===== src/rtl/hv_dac_sequencer_if.sv =====
// Request/response handshake between the HV DAC sequencer and the I2C byte engine.
interface hv_dac_sequencer_if;
  logic        i2c_req_o;
  logic [1:0]  i2c_line_o;
  logic [15:0] i2c_cmd_o;
  logic [15:0] i2c_data_o;
  logic        i2c_busy_i;
  logic        i2c_done_i;

  modport master (
    output i2c_req_o, i2c_line_o, i2c_cmd_o, i2c_data_o,
    input  i2c_busy_i, i2c_done_i
  );

  modport slave (
    input  i2c_req_o, i2c_line_o, i2c_cmd_o, i2c_data_o,
    output i2c_busy_i, i2c_done_i
  );
endinterface


===== src/rtl/hv_dac_sequencer.sv =====
// HV DAC ramp generator plus a round-robin I2C refresh of the threshold DACs and the HV DAC.
//
// state | meaning
// IDLE  | post-reset, one cycle before the first slot
// LOAD  | snapshot line/cmd/data of the current slot
// REQ   | request held until the engine reports busy
// WAIT  | engine running, waiting for done
// GAPW  | inter-transaction idle, then advance slot
module hv_dac_sequencer #(
  parameter int NCH = 2,
  parameter int DW  = 12,
  parameter int RW  = 16,
  parameter int GAP = 64,
  parameter int TMO = 65535
) (
  input  logic                       clk_i,
  input  logic                       rst_i,
  input  logic                       enable_i,
  input  logic [DW-1:0]              hv_target_i,
  input  logic [DW-1:0]              hv_limit_i,
  input  logic [RW-1:0]              ramp_period_i,
  input  logic [NCH*DW-1:0]          thr_i,
  input  logic [2:0]                 eeprom_sel_i,
  hv_dac_sequencer_if.master         i2c,
  output logic [DW-1:0]              hv_current_o,
  output logic                       at_target_o,
  output logic                       i2c_fault_o,
  output logic [$clog2(NCH+1)-1:0]   slot_o
);

  localparam int SW = $clog2(NCH+1);
  localparam int GW = (GAP > 1) ? $clog2(GAP) : 1;
  localparam int TW = (TMO > 1) ? $clog2(TMO) : 1;
  localparam logic [GW-1:0] GAP_LD = GW'((GAP > 0) ? GAP - 1 : 0);
  localparam logic [TW-1:0] TMO_LD = TW'((TMO > 0) ? TMO - 1 : 0);

  localparam logic [2:0] S_IDLE = 3'd0;
  localparam logic [2:0] S_LOAD = 3'd1;
  localparam logic [2:0] S_REQ  = 3'd2;
  localparam logic [2:0] S_WAIT = 3'd3;
  localparam logic [2:0] S_GAPW = 3'd4;

  logic [2:0]    state;
  logic [RW-1:0] ramp_cnt;
  logic [RW-1:0] period_m1;
  logic [DW-1:0] lim_cap;
  logic [DW-1:0] eff;
  logic          ramp_wrap;
  logic [GW-1:0] gap_cnt;
  logic [TW-1:0] tmo_cnt;
  logic [7:0]    ld_addr;
  logic [DW-1:0] ld_code;
  logic [1:0]    ld_line;
  logic [15:0]   ld_data;

  // Effective target: clipped one below the hard limit, forced to 0 when disabled.
  always_comb begin
    lim_cap   = (hv_limit_i == '0) ? '0 : hv_limit_i - 1'b1;
    eff       = '0;
    if (enable_i)
      eff = (hv_target_i < lim_cap) ? hv_target_i : lim_cap;
    period_m1 = (ramp_period_i == '0) ? '0 : ramp_period_i - 1'b1;
  end

  // >= so a shortened period wraps immediately instead of running to overflow.
  assign ramp_wrap = (ramp_cnt >= period_m1);

  always_ff @(posedge clk_i or posedge rst_i) begin
    if (rst_i) begin
      ramp_cnt     <= '0;
      hv_current_o <= '0;
    end else if (ramp_wrap) begin
      ramp_cnt <= '0;
      if (hv_current_o > lim_cap)
        hv_current_o <= lim_cap;
      else if (hv_current_o < eff)
        hv_current_o <= hv_current_o + 1'b1;
      else if (hv_current_o > eff)
        hv_current_o <= hv_current_o - 1'b1;
    end else begin
      ramp_cnt <= ramp_cnt + 1'b1;
    end
  end

  assign at_target_o = !rst_i && (hv_current_o == eff);

  // Slot NCH is the HV DAC itself; lower slots are the threshold channels.
  always_comb begin
    ld_addr = 8'hC0;
    ld_code = hv_current_o;
    ld_line = 2'd2;
    for (int k = 0; k < NCH; k++) begin
      if (int'(slot_o) == k) begin
        ld_addr = 8'hC0 + 8'(2 * k);
        ld_code = thr_i[k*DW +: DW];
        ld_line = 2'd1;
      end
    end
    ld_data = 16'(ld_code) << (16 - DW);
  end

  always_ff @(posedge clk_i or posedge rst_i) begin
    if (rst_i) begin
      state          <= S_IDLE;
      slot_o         <= '0;
      gap_cnt        <= '0;
      tmo_cnt        <= '0;
      i2c_fault_o    <= 1'b0;
      i2c.i2c_req_o  <= 1'b0;
      i2c.i2c_line_o <= '0;
      i2c.i2c_cmd_o  <= '0;
      i2c.i2c_data_o <= '0;
    end else begin
      case (state)
        S_IDLE: state <= S_LOAD;
        S_LOAD: begin
          i2c.i2c_line_o <= ld_line;
          i2c.i2c_cmd_o  <= {ld_addr, eeprom_sel_i, 5'b0};
          i2c.i2c_data_o <= ld_data;
          i2c.i2c_req_o  <= 1'b1;
          tmo_cnt        <= TMO_LD;
          gap_cnt        <= GAP_LD;
          state          <= S_REQ;
        end
        S_REQ: begin
          if (i2c.i2c_busy_i) begin
            i2c.i2c_req_o <= 1'b0;
            state         <= i2c.i2c_done_i ? S_GAPW : S_WAIT;
          end else if (tmo_cnt == '0) begin
            i2c.i2c_req_o <= 1'b0;
            i2c_fault_o   <= 1'b1;
            state         <= S_GAPW;
          end else begin
            tmo_cnt <= tmo_cnt - 1'b1;
          end
        end
        S_WAIT: begin
          if (i2c.i2c_done_i) begin
            state <= S_GAPW;
          end else if (tmo_cnt == '0) begin
            i2c_fault_o <= 1'b1;
            state       <= S_GAPW;
          end else begin
            tmo_cnt <= tmo_cnt - 1'b1;
          end
        end
        S_GAPW: begin
          if (gap_cnt == '0) begin
            slot_o <= (slot_o == SW'(NCH)) ? '0 : slot_o + 1'b1;
            state  <= S_LOAD;
          end else begin
            gap_cnt <= gap_cnt - 1'b1;
          end
        end
        default: state <= S_IDLE;
      endcase
    end
  end

endmodule


===== src/flat_wrapper.sv =====
// flat-port wrapper written by rule: the top's interface ports become plain ports
module hv_dac_sequencer_flat 
#(
  parameter int NCH = 2,
  parameter int DW  = 12,
  parameter int RW  = 16,
  parameter int GAP = 64,
  parameter int TMO = 65535
)
  (clk_i, rst_i, enable_i, hv_target_i, hv_limit_i, ramp_period_i, thr_i, eeprom_sel_i, hv_current_o, at_target_o, i2c_fault_o, slot_o, i2c_i2c_req_o, i2c_i2c_line_o, i2c_i2c_cmd_o, i2c_i2c_data_o, i2c_i2c_busy_i, i2c_i2c_done_i);
  hv_dac_sequencer_if i2c_i ();
  input  logic clk_i;
  input  logic rst_i;
  input  logic enable_i;
  input  logic [DW-1:0] hv_target_i;
  input  logic [DW-1:0] hv_limit_i;
  input  logic [RW-1:0] ramp_period_i;
  input  logic [NCH*DW-1:0] thr_i;
  input  logic [2:0] eeprom_sel_i;
  output logic [DW-1:0] hv_current_o;
  output logic at_target_o;
  output logic i2c_fault_o;
  output logic [$clog2(NCH+1)-1:0] slot_o;
  output wire logic [$bits(i2c_i.i2c_req_o)-1:0] i2c_i2c_req_o;
  output wire logic [$bits(i2c_i.i2c_line_o)-1:0] i2c_i2c_line_o;
  output wire logic [$bits(i2c_i.i2c_cmd_o)-1:0] i2c_i2c_cmd_o;
  output wire logic [$bits(i2c_i.i2c_data_o)-1:0] i2c_i2c_data_o;
  input wire logic [$bits(i2c_i.i2c_busy_i)-1:0] i2c_i2c_busy_i;
  input wire logic [$bits(i2c_i.i2c_done_i)-1:0] i2c_i2c_done_i;
  assign i2c_i2c_req_o = i2c_i.i2c_req_o;
  assign i2c_i2c_line_o = i2c_i.i2c_line_o;
  assign i2c_i2c_cmd_o = i2c_i.i2c_cmd_o;
  assign i2c_i2c_data_o = i2c_i.i2c_data_o;
  assign i2c_i.i2c_busy_i = i2c_i2c_busy_i;
  assign i2c_i.i2c_done_i = i2c_i2c_done_i;
  hv_dac_sequencer #(.NCH(NCH), .DW(DW), .RW(RW), .GAP(GAP), .TMO(TMO)) u_core (.clk_i(clk_i), .rst_i(rst_i), .enable_i(enable_i), .hv_target_i(hv_target_i), .hv_limit_i(hv_limit_i), .ramp_period_i(ramp_period_i), .thr_i(thr_i), .eeprom_sel_i(eeprom_sel_i), .i2c(i2c_i), .hv_current_o(hv_current_o), .at_target_o(at_target_o), .i2c_fault_o(i2c_fault_o), .slot_o(slot_o));
endmodule

===== config.mk =====
export PLATFORM = sky130hd
export DESIGN_NAME = hv_dac_sequencer_flat
export DESIGN_NICKNAME = d
export VERILOG_FILES = /design/src/rtl/hv_dac_sequencer_if.sv /design/src/rtl/hv_dac_sequencer.sv /design/src/flat_wrapper.sv
export SDC_FILE = /design/constraint.sdc
export NUM_CORES = 1
export LEC_CHECK = 0
export CAP_MARGIN = 10
export CORE_ASPECT_RATIO = 2
export CORE_MARGIN = 1
export CORE_UTILIZATION = 58
export CTS_CLUSTER_SIZE = 10
export DETAILED_ROUTE_END_ITERATION = 10
export GPL_TIMING_DRIVEN = 0
export PLACE_DENSITY_LB_ADDON = 0.1
export SLEW_MARGIN = 40
export SYNTH_ARGS = -nofsm -noshare
export SYNTH_HDL_FRONTEND = slang
export SYNTH_SLANG_ARGS = --single-unit

===== constraint.sdc =====
create_clock -name clk_i -period 19 [get_ports clk_i]
set_clock_uncertainty 0.2 [all_clocks]
set_input_delay 3.8 -clock clk_i [delete_from_list [all_inputs] [get_ports clk_i]]
set_output_delay 3.8 -clock clk_i [all_outputs]
set_load 0.01 [all_outputs]

==> impl_results.md, run 1 <==
* Die H at 151 µm
* Top delay family on crit path: simple AND/OR/NAND/NOR gates
* First-pass GRT wire length at 29.6 mm
* LEAKAGE at 3.53 nW
* Vias at 6353
* Final Setup Violations at 0
* Initial Utilization at 0.594
* H-Tree Depth at 3
* DRT Wirelength at 18.6 mm
* Post-synth EDFFs at 0
* Largest net degree at the start of global routing at 64
* Req. time, crit path at 15.00 ns
* Pwr Density at 138 mW/mm²
* Fin crit period at 13.44 ns
* Status: completed
* Core Region at 0.0108 mm²
* Yosys warning count at 0
* Via density at 6.12
* Hold Violations, Final at 0
* Syn-to-layout area delta at 25.9%
* Initial antenna violation count at 0
* Main flop type after synthesis: dfrtp_1
* Crit path to: at_target_o
* GPL Wtd Cong at 0.981
* CP Class: input pin to output pin
* Seq/Total Area, Yosys at 0.296
* GRT Residual Overflow at 0
* Final period utilization at 0.707
* Worst slew pin tran at 0.756 ns
* Maximum clock path buffer count at 2
* Post-layout util at 0.747
* Clock transition at the registers of the reported paths at 0.06 ns
* CTS Hold Buffers Added at 0
* Crit. Startpoint: hv_limit_i[0]
* Startpoint Class: input pin
* Setup tns final at 0 ns
* CTS buffer count at 9
* Layout cell share with drive strength beyond 1 at 0.0702
* DR iter-0 viols at 342
* Ports at 123
* Setup slack after layout at 5.56 ns
* Max-slew headroom at 0.496
* Peak VDD IR at 147 µV
* Reg2reg setup slack at 14.04 ns
* Number of global-route vias before repair at 6441
* Placed instance count at 1022
* Hold Crit Class: flip-flop to flip-flop
* Post-CTS setup buffers at 0
* Layout Nets at 1034
* Synthesized area at 0.00642 mm²
* Clock Latency Late Sink at 0.33 ns
* Cts repair resizes at 0
* Fmax at 74.4 MHz
* R2R Path End: u_core.hv_current_o[11]
* Ant diodes at 0
* Max Cap Viol at 0
* CP arrival at 9.44 ns
* Post-route ant nets at 0
* Worst Min Path Start: u_core.i2c_fault_o
* Post-Layout Cell Count at 1038
* Most Frequent Cell on Critical Path: ha_1
* Seq cells post-synth at 76
* Crit path buf inv count at 3
* Hold Slack at 0.262 ns
* Reg2Reg Depth at 12
* Setup repair after global routing missed its margin: false
* Final Max Slew Viols at 0
* R2r startpoint: u_core.hv_current_o[7]
* Worst-path maximum fanout at 10
* Wire per inst at 17.9 µm
* Clk sink count at 76
* Floorplan row count at 54
* Critical Path End Type: output pin
* Worst path cell trace: clkdlybuf4s50_1, inv_1, ha_1, nor4b_1, nand4_1, nand2_1, ha_1, a21o_1, a21oi_1, o21a_1, o21ai_1, nor2_2, a31oi_1, ha_1, nand4_1, or4_1, nor2_1, clkdlybuf4s50_1
* Clock Root Buffer: clkbuf_16
* Syn Area/Cell at 8.44 µm²
* Pre-CTS setup slack at 5.66 ns
* DRC at 0
* IO Port Bufs at 108
* GR Util All Layers at 0.329
* Die area at 0.0115 mm²
* Synth unique cells at 74
* Syn Inst Count at 760
* TritonCTS clock tree: yes
* Die X at 76.4 µm
* Ys async rst share at 1.00
* Critical path depth at 18
* DRT Pass-1 Iters at 5
* Worst stage delay on the critical path at 0.67 ns
* DP HPWL at 14.8 mm
* Slowest cell on crit path: or4_1
## worst register-to-register path: stages (launching register included)
cell and delay [ns]:
dfrtp_1 0.52, ha_1 0.41, a21oi_1 0.16, o21ai_0 0.12, a221oi_1 0.70, nand2_1 0.50
ha_1 0.46, a211oi_1 0.25, o21ai_0 0.20, a2111oi_0 0.51, nor4b_1 0.15, or4_1 0.47
and3_1 0.19
## Yosys cell counts (5+ instances only)
master    count  area share
nand2_1      96       0.056
dfrtp_1      76        0.30
ha_1         68        0.13
nor2_1       67       0.039
a21oi_1      53       0.041
o21ai_0      39       0.030
inv_1        28       0.016
mux2i_1      24       0.037
nor3_1       24       0.019
xor2_1       23       0.031
xnor2_1      22       0.030
nand3_1      17       0.013
buf_4        15       0.018
and3_1       14       0.014
clkbuf_1     14      0.0082
nor4_1       14       0.014
nand4_1      13       0.013
a21o_1       11       0.013
or3_1        11       0.011
and2_1        9      0.0088
a31oi_1       8      0.0078
nand2b_1      8      0.0078
a211oi_1      7      0.0082
nor2b_1       6      0.0059
o21a_1        6      0.0070
a221oi_1      5      0.0068
o31ai_1       5      0.0059
or4_1         5      0.0059
## worst min path at each step
| stage | to | slack (ns) | cells past startpoint |
|---|---|---|---|
| finish | u_core.i2c_fault_o | 0.26 | 1 |
| global route | u_core.i2c_fault_o | 0.28 | 1 |
| CTS | u_core.i2c_fault_o | 0.27 | 1 |
| detailed placement | u_core.i2c_fault_o | 0.25 | 1 |
| global placement | u_core.i2c_fault_o | 0.25 | 1 |
| floorplan | u_core.ramp_cnt[0] | 0.28 | 1 |
## cell type report
| class | instances | area [µm²] |
|---|---|---|
| sequential | 76 | 1900 |
| clock inverter | 3 | 42.5 |
| multi-input combinational | 631 | 4240 |
| tap | 140 | 175 |
| fill | 856 | 2730 |
| inverter | 28 | 110 |
| timing repair buffer | 109 | 1110 |
| clock buffer | 13 | 280 |
| buffer | 38 | 223 |
## placed cells by master, fill, tap and decap left out, drive strengths merged, types with 17 or more instances in the layout
cell / netlist / final
nor3: 25 / 25
clkbuf: 16 / 29
a21oi: 53 / 53
o21ai: 40 / 40
dfrtp: 76 / 76
buf: 22 / 23
xor2: 23 / 23
clkdlybuf4s50: 0 / 108
ha: 68 / 68
nor2: 68 / 68
nand2: 96 / 96
inv: 28 / 28
xnor2: 22 / 22
mux2i: 25 / 25
nand3: 17 / 17
## routing by layer
metal  track usage  vias to the layer above  share of wire
li1              -                     3010              -
met1         0.312                     3003           0.34
met3        0.0333                       86          0.042
met2         0.640                      254           0.55
met5             0                        -              0
met4         0.250                        0          0.068
## stage by stage
step	total power, W	area, µm²
after floorplan	0.000701	6460
after global placement	0.000884	7720
after detailed placement	0.000922	7750
after CTS	0.00111	8080
after global routing	0.00119	8080
final	0.00111	8080
## logic make-up after synthesis
kind of cell | count (synthesis) | synth area share
AOI/OAI and AO/OA | 170 | 0.173
and+or+nand+nor | 304 | 0.234
muxes | 29 | 0.0480
other | 1 | 0.000584
adders and majority gates | 69 | 0.136
xor gates and xnor gates | 45 | 0.0614
buffers and inverters | 66 | 0.0511
DFF | 76 | 0.296
## sequential cells by signal, indices dropped and copies added (netlist names)
name,flops
u_core.i2c.i2c_line_o,2
u_core.state,3
u_core.gap_cnt,6
u_core.slot_o,2
u_core.tmo_cnt,16
u_core.ramp_cnt,16
u_core.hv_current_o,12
u_core.i2c_fault_o,1
u_core.i2c.i2c_req_o,1
u_core.i2c.i2c_cmd_o,5
u_core.i2c.i2c_data_o,12
## where the power goes
part           leakage, nW  total (W)  internal (W)  switching (W)
logic                 2.49   0.000663      0.000288       0.000375
registers            0.875   0.000271      0.000208      0.0000634
clock network        0.158   0.000180      0.000116      0.0000642
total                 3.53    0.00111      0.000612       0.000503
Power figures use the tool's default switching activity.
==> run 2, diff against run 1 <==
--- a/config.mk
+++ b/config.mk
@@ -8,7 +8,7 @@
 export CAP_MARGIN = 10
 export CORE_ASPECT_RATIO = 2
 export CORE_MARGIN = 1
-export CORE_UTILIZATION = 58
+export CORE_UTILIZATION = 54
 export CTS_CLUSTER_SIZE = 10
 export DETAILED_ROUTE_END_ITERATION = 10
 export GPL_TIMING_DRIVEN = 0
==> constraint.sdc (replaced) <==
create_clock -name clk_i -period 13.84 [get_ports clk_i]
set_clock_uncertainty 0.2 [all_clocks]
set_input_delay 2.768 -clock clk_i [delete_from_list [all_inputs] [get_ports clk_i]]
set_output_delay 2.768 -clock clk_i [all_outputs]
set_load 0.01 [all_outputs]
==> run 2 against run 1 <==
Total power up 38%; via count up 0.69%; register-to-register slack worse by 4.9 ns; routed wire length up 0.64%; clock-buffer cell count down 1; die area up 7.3%; largest power group unchanged; highest routed layer unchanged.
==> impl_results.md, run 2 (synthesis results as in run 1) <==
* Critical Path End Type: output pin
* Max Cap Viol at 0 (unchanged)
* DR iter-0 viols at 304 (-11%)
* Post-Layout Cell Count at 1042 (+0.39%)
* TritonCTS clock tree: yes
* Wire per inst at 18.0 µm (+0.26%)
* Clock Root Buffer: clkbuf_16
* CTS buffer count at 9 (unchanged)
* Worst Hold End: u_core.i2c_fault_o
* Post-CTS setup buffers at 0 (unchanged)
* Clock transition at the registers of the reported paths at 0.06 ns (about the same)
* Final Setup Violations at 0 (unchanged)
* Pre-CTS setup slack at 2.50 ns (-3.16 ns)
* Layout cell share with drive strength beyond 1 at 0.0691 (-0.00104)
* Via density at 6.14 (+0.31%)
* Clock Latency Late Sink at 0.33 ns (about the same)
* Ant diodes at 0 (unchanged)
* Pwr Density at 190 mW/mm² (+38%)
* Die X at 79.1 µm (+3.5%)
* Hold Crit Class: flip-flop to flip-flop
* Setup slack after layout at 2.47 ns (-3.10 ns)
* Hold Slack at 0.270 ns (+0.00779 ns)
* IO Port Bufs at 108 (unchanged)
* Startpoint Class: input pin
* Maximum clock path buffer count at 2 (unchanged)
* Reg2reg setup slack at 9.12 ns (-4.92 ns)
* Initial Utilization at 0.552 (-0.0419)
* Layout Nets at 1034 (unchanged)
* Core Region at 0.0116 mm² (+7.6%)
* First-pass GRT wire length at 29.7 mm (+0.35%)
* Hold Violations, Final at 0 (unchanged)
* GR Util All Layers at 0.313 (-0.0166)
* Fin crit period at 11.37 ns
* Cts repair resizes at 0 (unchanged)
* H-Tree Depth at 3 (unchanged)
* Status: completed
* Crit. Startpoint: hv_limit_i[0]
* Ports at 123 (unchanged)
* CP arrival at 8.40 ns (-1.04 ns)
* Worst-path maximum fanout at 10 (unchanged)
* Setup tns final at 0 ns (unchanged)
* Clk sink count at 76 (unchanged)
* R2R Path End: u_core.hv_current_o[11]
* Commonest non-fill, non-tap cells in the layout: clkdlybuf4s50_1, nand2_1, dfrtp_1, ha_1, nor2_1
* DRC at 0 (unchanged)
* Req. time, crit path at 10.87 ns (-4.13 ns)
* Reg2Reg Depth at 12 (unchanged)
* R2r startpoint: u_core.hv_current_o[7]
* Worst Min Path Start: u_core.i2c_fault_o
* Final Max Slew Viols at 0 (unchanged)
* Vias at 6397 (+0.69%)
* GPL Wtd Cong at 0.968 (-1.4%)
* GRT Residual Overflow at 0 (unchanged)
* Final period utilization at 0.822
* Post-route ant nets at 0 (unchanged)
* Largest net degree at the start of global routing at 64 (unchanged)
* DRT Wirelength at 18.7 mm (+0.64%)
* Syn-to-layout area delta at 25.8% (about the same)
* CTS Hold Buffers Added at 0 (unchanged)
* Leading cell type in the layout, fill and taps excluded: clkdlybuf4s50_1
* Peak VDD IR at 168 µV (+14%)
* Die H at 156 µm (+3.6%)
* LEAKAGE at 3.52 nW (-0.31%)
* Placed instance count at 1027 (+0.49%)
* Fmax at 87.9 MHz
* DRT Pass-1 Iters at 4 (-1)
* DP HPWL at 15.1 mm (+1.7%)
* Initial antenna violation count at 0 (unchanged)
* Setup repair after global routing missed its margin: false
* Largest regs: u_core.ramp_cnt: 16 flops, u_core.tmo_cnt: 16 flops
* Number of global-route vias before repair at 6336 (-1.6%)
* Floorplan row count at 56 (+3.7%)
* Hold depth at 1 (unchanged)
* Die area at 0.0123 mm² (+7.3%)
* CP Class: input pin to output pin
* Worst slew pin tran at 0.899 ns (+0.143 ns)
* Max-slew headroom at 0.395 (-0.102)
[run 2: changes by cell type in the layout (fill, tap and decap cells not counted), sizes merged]
cell      before  now
clkinvlp       1    2
clkinv         1    0
clkbuf        29   28
[run 2: metal layers]
metal,vias to the layer above,GRT usage,share of wire
met1,3066,0.297,0.33
met2,230,0.589,0.56
met5,-,0,0
met4,0,0.248,0.077
met3,89,0.0310,0.033
li1,3012,-,-
[run 2: final cells by class]
cell class | count | area [µm²]
clock buffer | 12 | 267
inverter | 28 | 110
clock inverter | 3 | 45.0
tap | 145 | 181
fill | 1016 | 3560
buffer | 38 | 223
timing repair buffer | 109 | 1110
sequential | 76 | 1900
multi-input combinational | 631 | 4240
[run 2: power by group]
group	switching (W)	internal, W	total, W
logic	0.000525	0.000394	0.000919
registers	0.0000906	0.000286	0.000376
clock network	0.0000880	0.000153	0.000241
[run 2: how the worst max path moves through the flow]
stage | slack [ns] | endpoint | cells past startpoint
final | 2.47 | at_target_o | 19
after global routing | 2.19 | at_target_o | 17
after CTS | 2.49 | at_target_o | 19
after detailed placement | 2.50 | at_target_o | 19
after global placement | 2.56 | at_target_o | 19
after floorplan | 4.10 | at_target_o | 16
[run 2: worst max-delay path: stages]
cell and delay, ns:
clkdlybuf4s50_1 0.52, inv_1 0.14, ha_1 0.19, or3b_4 0.41
or4_4 0.43, mux2_2 0.28, inv_1 0.17, ha_1 0.28
a21o_1 0.18, a21oi_1 0.15, o21a_1 0.16, o21ai_1 0.14
nor2_2 0.50, a31oi_1 0.25, ha_1 0.35, nand4_1 0.14
or4_1 0.66, nor2_1 0.13, clkdlybuf4s50_1 0.54
[run 2: per-stage QoR]
stage	util	power [W]	cell area (µm²)
after global routing	0.694	0.00164	8070
after detailed placement	0.667	0.00128	7760
after global placement	0.664	0.00124	7730
after floorplan	-	0.000963	6460
after CTS	0.694	0.00153	8070
final	0.694	0.00154	8070
==> run 3, diff against run 2 <==
--- a/config.mk
+++ b/config.mk
@@ -8,7 +8,7 @@
 export CAP_MARGIN = 10
 export CORE_ASPECT_RATIO = 2
 export CORE_MARGIN = 1
-export CORE_UTILIZATION = 54
+export CORE_UTILIZATION = 48
 export CTS_CLUSTER_SIZE = 10
 export DETAILED_ROUTE_END_ITERATION = 10
 export GPL_TIMING_DRIVEN = 0
==> constraint.sdc (replaced) <==
create_clock -name clk_i -period 10.16 [get_ports clk_i]
set_clock_uncertainty 0.2 [all_clocks]
set_input_delay 2.032 -clock clk_i [delete_from_list [all_inputs] [get_ports clk_i]]
set_output_delay 2.032 -clock clk_i [all_outputs]
set_load 0.01 [all_outputs]
==> run 3 against run 2 <==
Sequential power up 35%; clock power up 37%; first-iteration DRC count down 30%; clock-buffer cell count down 2; largest power group unchanged.
==> impl_results.md, run 3 (synthesis results as in run 1) <==
* Peak VDD IR at 144 µV (-14%)
* Area occupied by multi-input gates at 0.00426 mm² (+0.65%)
* Worst slew pin tran at 0.819 ns (-0.0798 ns)
* CP arrival at 7.46 ns (-0.94 ns)
* Number of global-route vias before repair at 6593 (+4.1%)
* Post-CTS setup buffers at 0 (unchanged)
* Cell-internal power at 0.00112 W (+34%)
* Floorplan row count at 59 (+5.4%)
* DRT Wirelength at 19.3 mm (+3.2%)
* TritonCTS clock tree: yes
* Clk sink count at 76 (unchanged)
* Via density at 5.97 (-2.8%)
* Ports at 123 (unchanged)
* Final Setup Violations at 0 (unchanged)
* Fillers at 1203 (+18%)
* Hold Crit Class: flip-flop to flip-flop
* Fin crit period at 9.69 ns
* DP HPWL at 15.7 mm (+4.0%)
* Setup slack after layout at 0.466 ns (-2.00 ns)
* Max-slew headroom at 0.453 (+0.0585)
* CTS buffer count at 9 (unchanged)
* First-pass GRT wire length at 30.8 mm (+3.9%)
* R2r startpoint: u_core.hv_current_o[5]
* Worst Min Path Start: u_core.i2c_fault_o
* Layout cell share with drive strength beyond 1 at 0.0735 (+0.00438)
* Final period utilization at 0.954
* Flop pwr share at 0.241 (-0.004)
* DR iter-0 viols at 213 (-30%)
* Sequential cell area at 0.00190 mm² (unchanged)
* Syn-to-layout area delta at 26.2%
* Largest regs: u_core.ramp_cnt: 16 flops, u_core.tmo_cnt: 16 flops
* Die H at 166 µm (+6.0%)
* Die area at 0.0139 mm² (+12%)
* GRT Residual Overflow at 0 (unchanged)
* Wire per inst at 18.4 µm (+2.4%)
* NetSw at 0.000985 W (+40%)
* Area after DPL at 0.00778 mm² (+0.21%)
* Leading cell type in the layout, fill and taps excluded: clkdlybuf4s50_1
* Req. time, crit path at 7.93 ns (-2.94 ns)
* Final Max Slew Viols at 0 (unchanged)
* Final Cell Area at 0.00810 mm² (+0.31%)
* Crit path to: at_target_o
* Reg2Reg Depth at 12 (unchanged)
* Core Region at 0.0130 mm² (+12%)
* CP Class: input pin to output pin
* Commonest non-fill, non-tap cells in the layout: clkdlybuf4s50_1, nand2_1, dfrtp_1, ha_1, nor2_1
* Clock Root Buffer: clkbuf_16
* Fmax at 103 MHz
* Sw Ratio at 0.468 (+0.0101)
* GR Util All Layers at 0.286 (-0.0271)
* IO Port Bufs at 108 (unchanged)
* R2R Path End: u_core.hv_current_o[11]
* Setup repair after global routing missed its margin: false
* Largest net degree at the start of global routing at 63 (-1.6%)
* Hold Violations, Final at 0 (unchanged)
* Initial antenna violation count at 0 (unchanged)
* Layout Nets at 1034 (unchanged)
* Die X at 83.8 µm (+5.9%)
* LEAKAGE at 3.51 nW (about the same)
* Clock share of power at 0.156 (about the same)
* Clock transition at the registers of the reported paths at 0.06 ns (about the same)
* DRT Pass-1 Iters at 4 (unchanged)
* DRC at 0 (unchanged)
* Combinational share of power at 0.603 (+0.005)
* Pwr Density at 260 mW/mm² (+37%)
* Max Cap Viol at 0 (unchanged)
* Ant diodes at 0 (unchanged)
* Maximum clock path buffer count at 2 (unchanged)
* Reg2reg setup slack at 5.33 ns (-3.79 ns)
* Setup tns final at 0 ns (unchanged)
* Status: completed
* Startpoint Class: input pin
* GPL Wtd Cong at 0.933 (-3.6%)
* H-Tree Depth at 3 (unchanged)
* Critical Path End Type: output pin
* Clock Latency Late Sink at 0.34 ns (about the same)
* Post-route ant nets at 0 (unchanged)
* Initial Utilization at 0.494 (-0.0578)
* Worst-path maximum fanout at 10 (unchanged)
* Pre-CTS setup slack at -0.148 ns (-2.64 ns)
* Crit. Startpoint: hv_limit_i[0]
* Vias at 6266 (-2.0%)
## run 3: what timing repair did
action,4_1_cts,5_1_grt
gates resized for setup,2,1
endpoints found under the setup margin,1,2
hold buffers,0,0
endpoints found under the hold margin,0,0
## run 3: power by group through the flow
| stage | sequential (W) | clock (W) | combinational (W) |
|---|---|---|---|
| 3_5_place_dp | 0.000511 | 0 | 0.00125 |
| 6_report | 0.000507 | 0.000329 | 0.00127 |
| 2_1_floorplan | 0.000490 | 0 | 0.000822 |
| 5_1_grt | 0.000519 | 0.000344 | 0.00140 |
| 3_3_place_gp | 0.000508 | 0 | 0.00120 |
| 4_1_cts | 0.000507 | 0.000335 | 0.00126 |
## run 3: worst max-delay path, cell delays in order
cell and delay (ns):
clkdlybuf4s50_1 0.51, inv_1 0.13, ha_1 0.18, or3b_4 0.41, or4_4 0.45, mux2_2 0.29
inv_1 0.19, ha_1 0.29, a21o_1 0.18, a21oi_1 0.13, o21a_1 0.14, o21ai_1 0.15
nor2_4 0.35, mux2_2 0.38, ha_1 0.29, nand2_1 0.08, or4_1 0.59, nor2_1 0.13
clkdlybuf4s50_1 0.54
## run 3: worst min path at each step
stage                          to  cells past startpoint
2_1_floorplan  u_core.ramp_cnt[0]                      1
3_3_place_gp   u_core.i2c_fault_o                      1
3_5_place_dp   u_core.i2c_fault_o                      1
4_1_cts        u_core.i2c_fault_o                      1
5_1_grt        u_core.i2c_fault_o                      1
6_report       u_core.i2c_fault_o                      1
## run 3: metrics by stage
| stage | cells | utilization | total power, W | hold slack, ns |
|---|---|---|---|---|
| final | 1050 | 0.623 | 0.00210 | 0.273 |
| after global routing | 1050 | 0.623 | 0.00226 | 0.289 |
| after CTS | 1050 | 0.622 | 0.00210 | 0.282 |
| after detailed placement | 1034 | 0.599 | 0.00176 | 0.267 |
| after global placement | 1033 | 0.595 | 0.00170 | 0.253 |
| after floorplan | 773 | - | 0.00131 | 0.275 |
## run 3: final cells by class
type,count,area share
plain buffers,38,0.0275
clock buffers,10,0.0283
clock inverters,6,0.00881
inverters,28,0.0136
multi-input cells,631,0.527
flip-flops and latches,76,0.235
well taps,152,0.0235
repair buffers,109,0.137
## run 3: per-layer routing
metal / share of wire / vias up / GRT usage / routed length, µm
li1: - / 3004 / - / -
met1: 0.32 / 3016 / 0.241 / 6200
met2: 0.57 / 170 / 0.570 / 11000
met3: 0.032 / 76 / 0.0363 / 617
met4: 0.078 / 0 / 0.248 / 1500
met5: 0 / - / 0 / 0
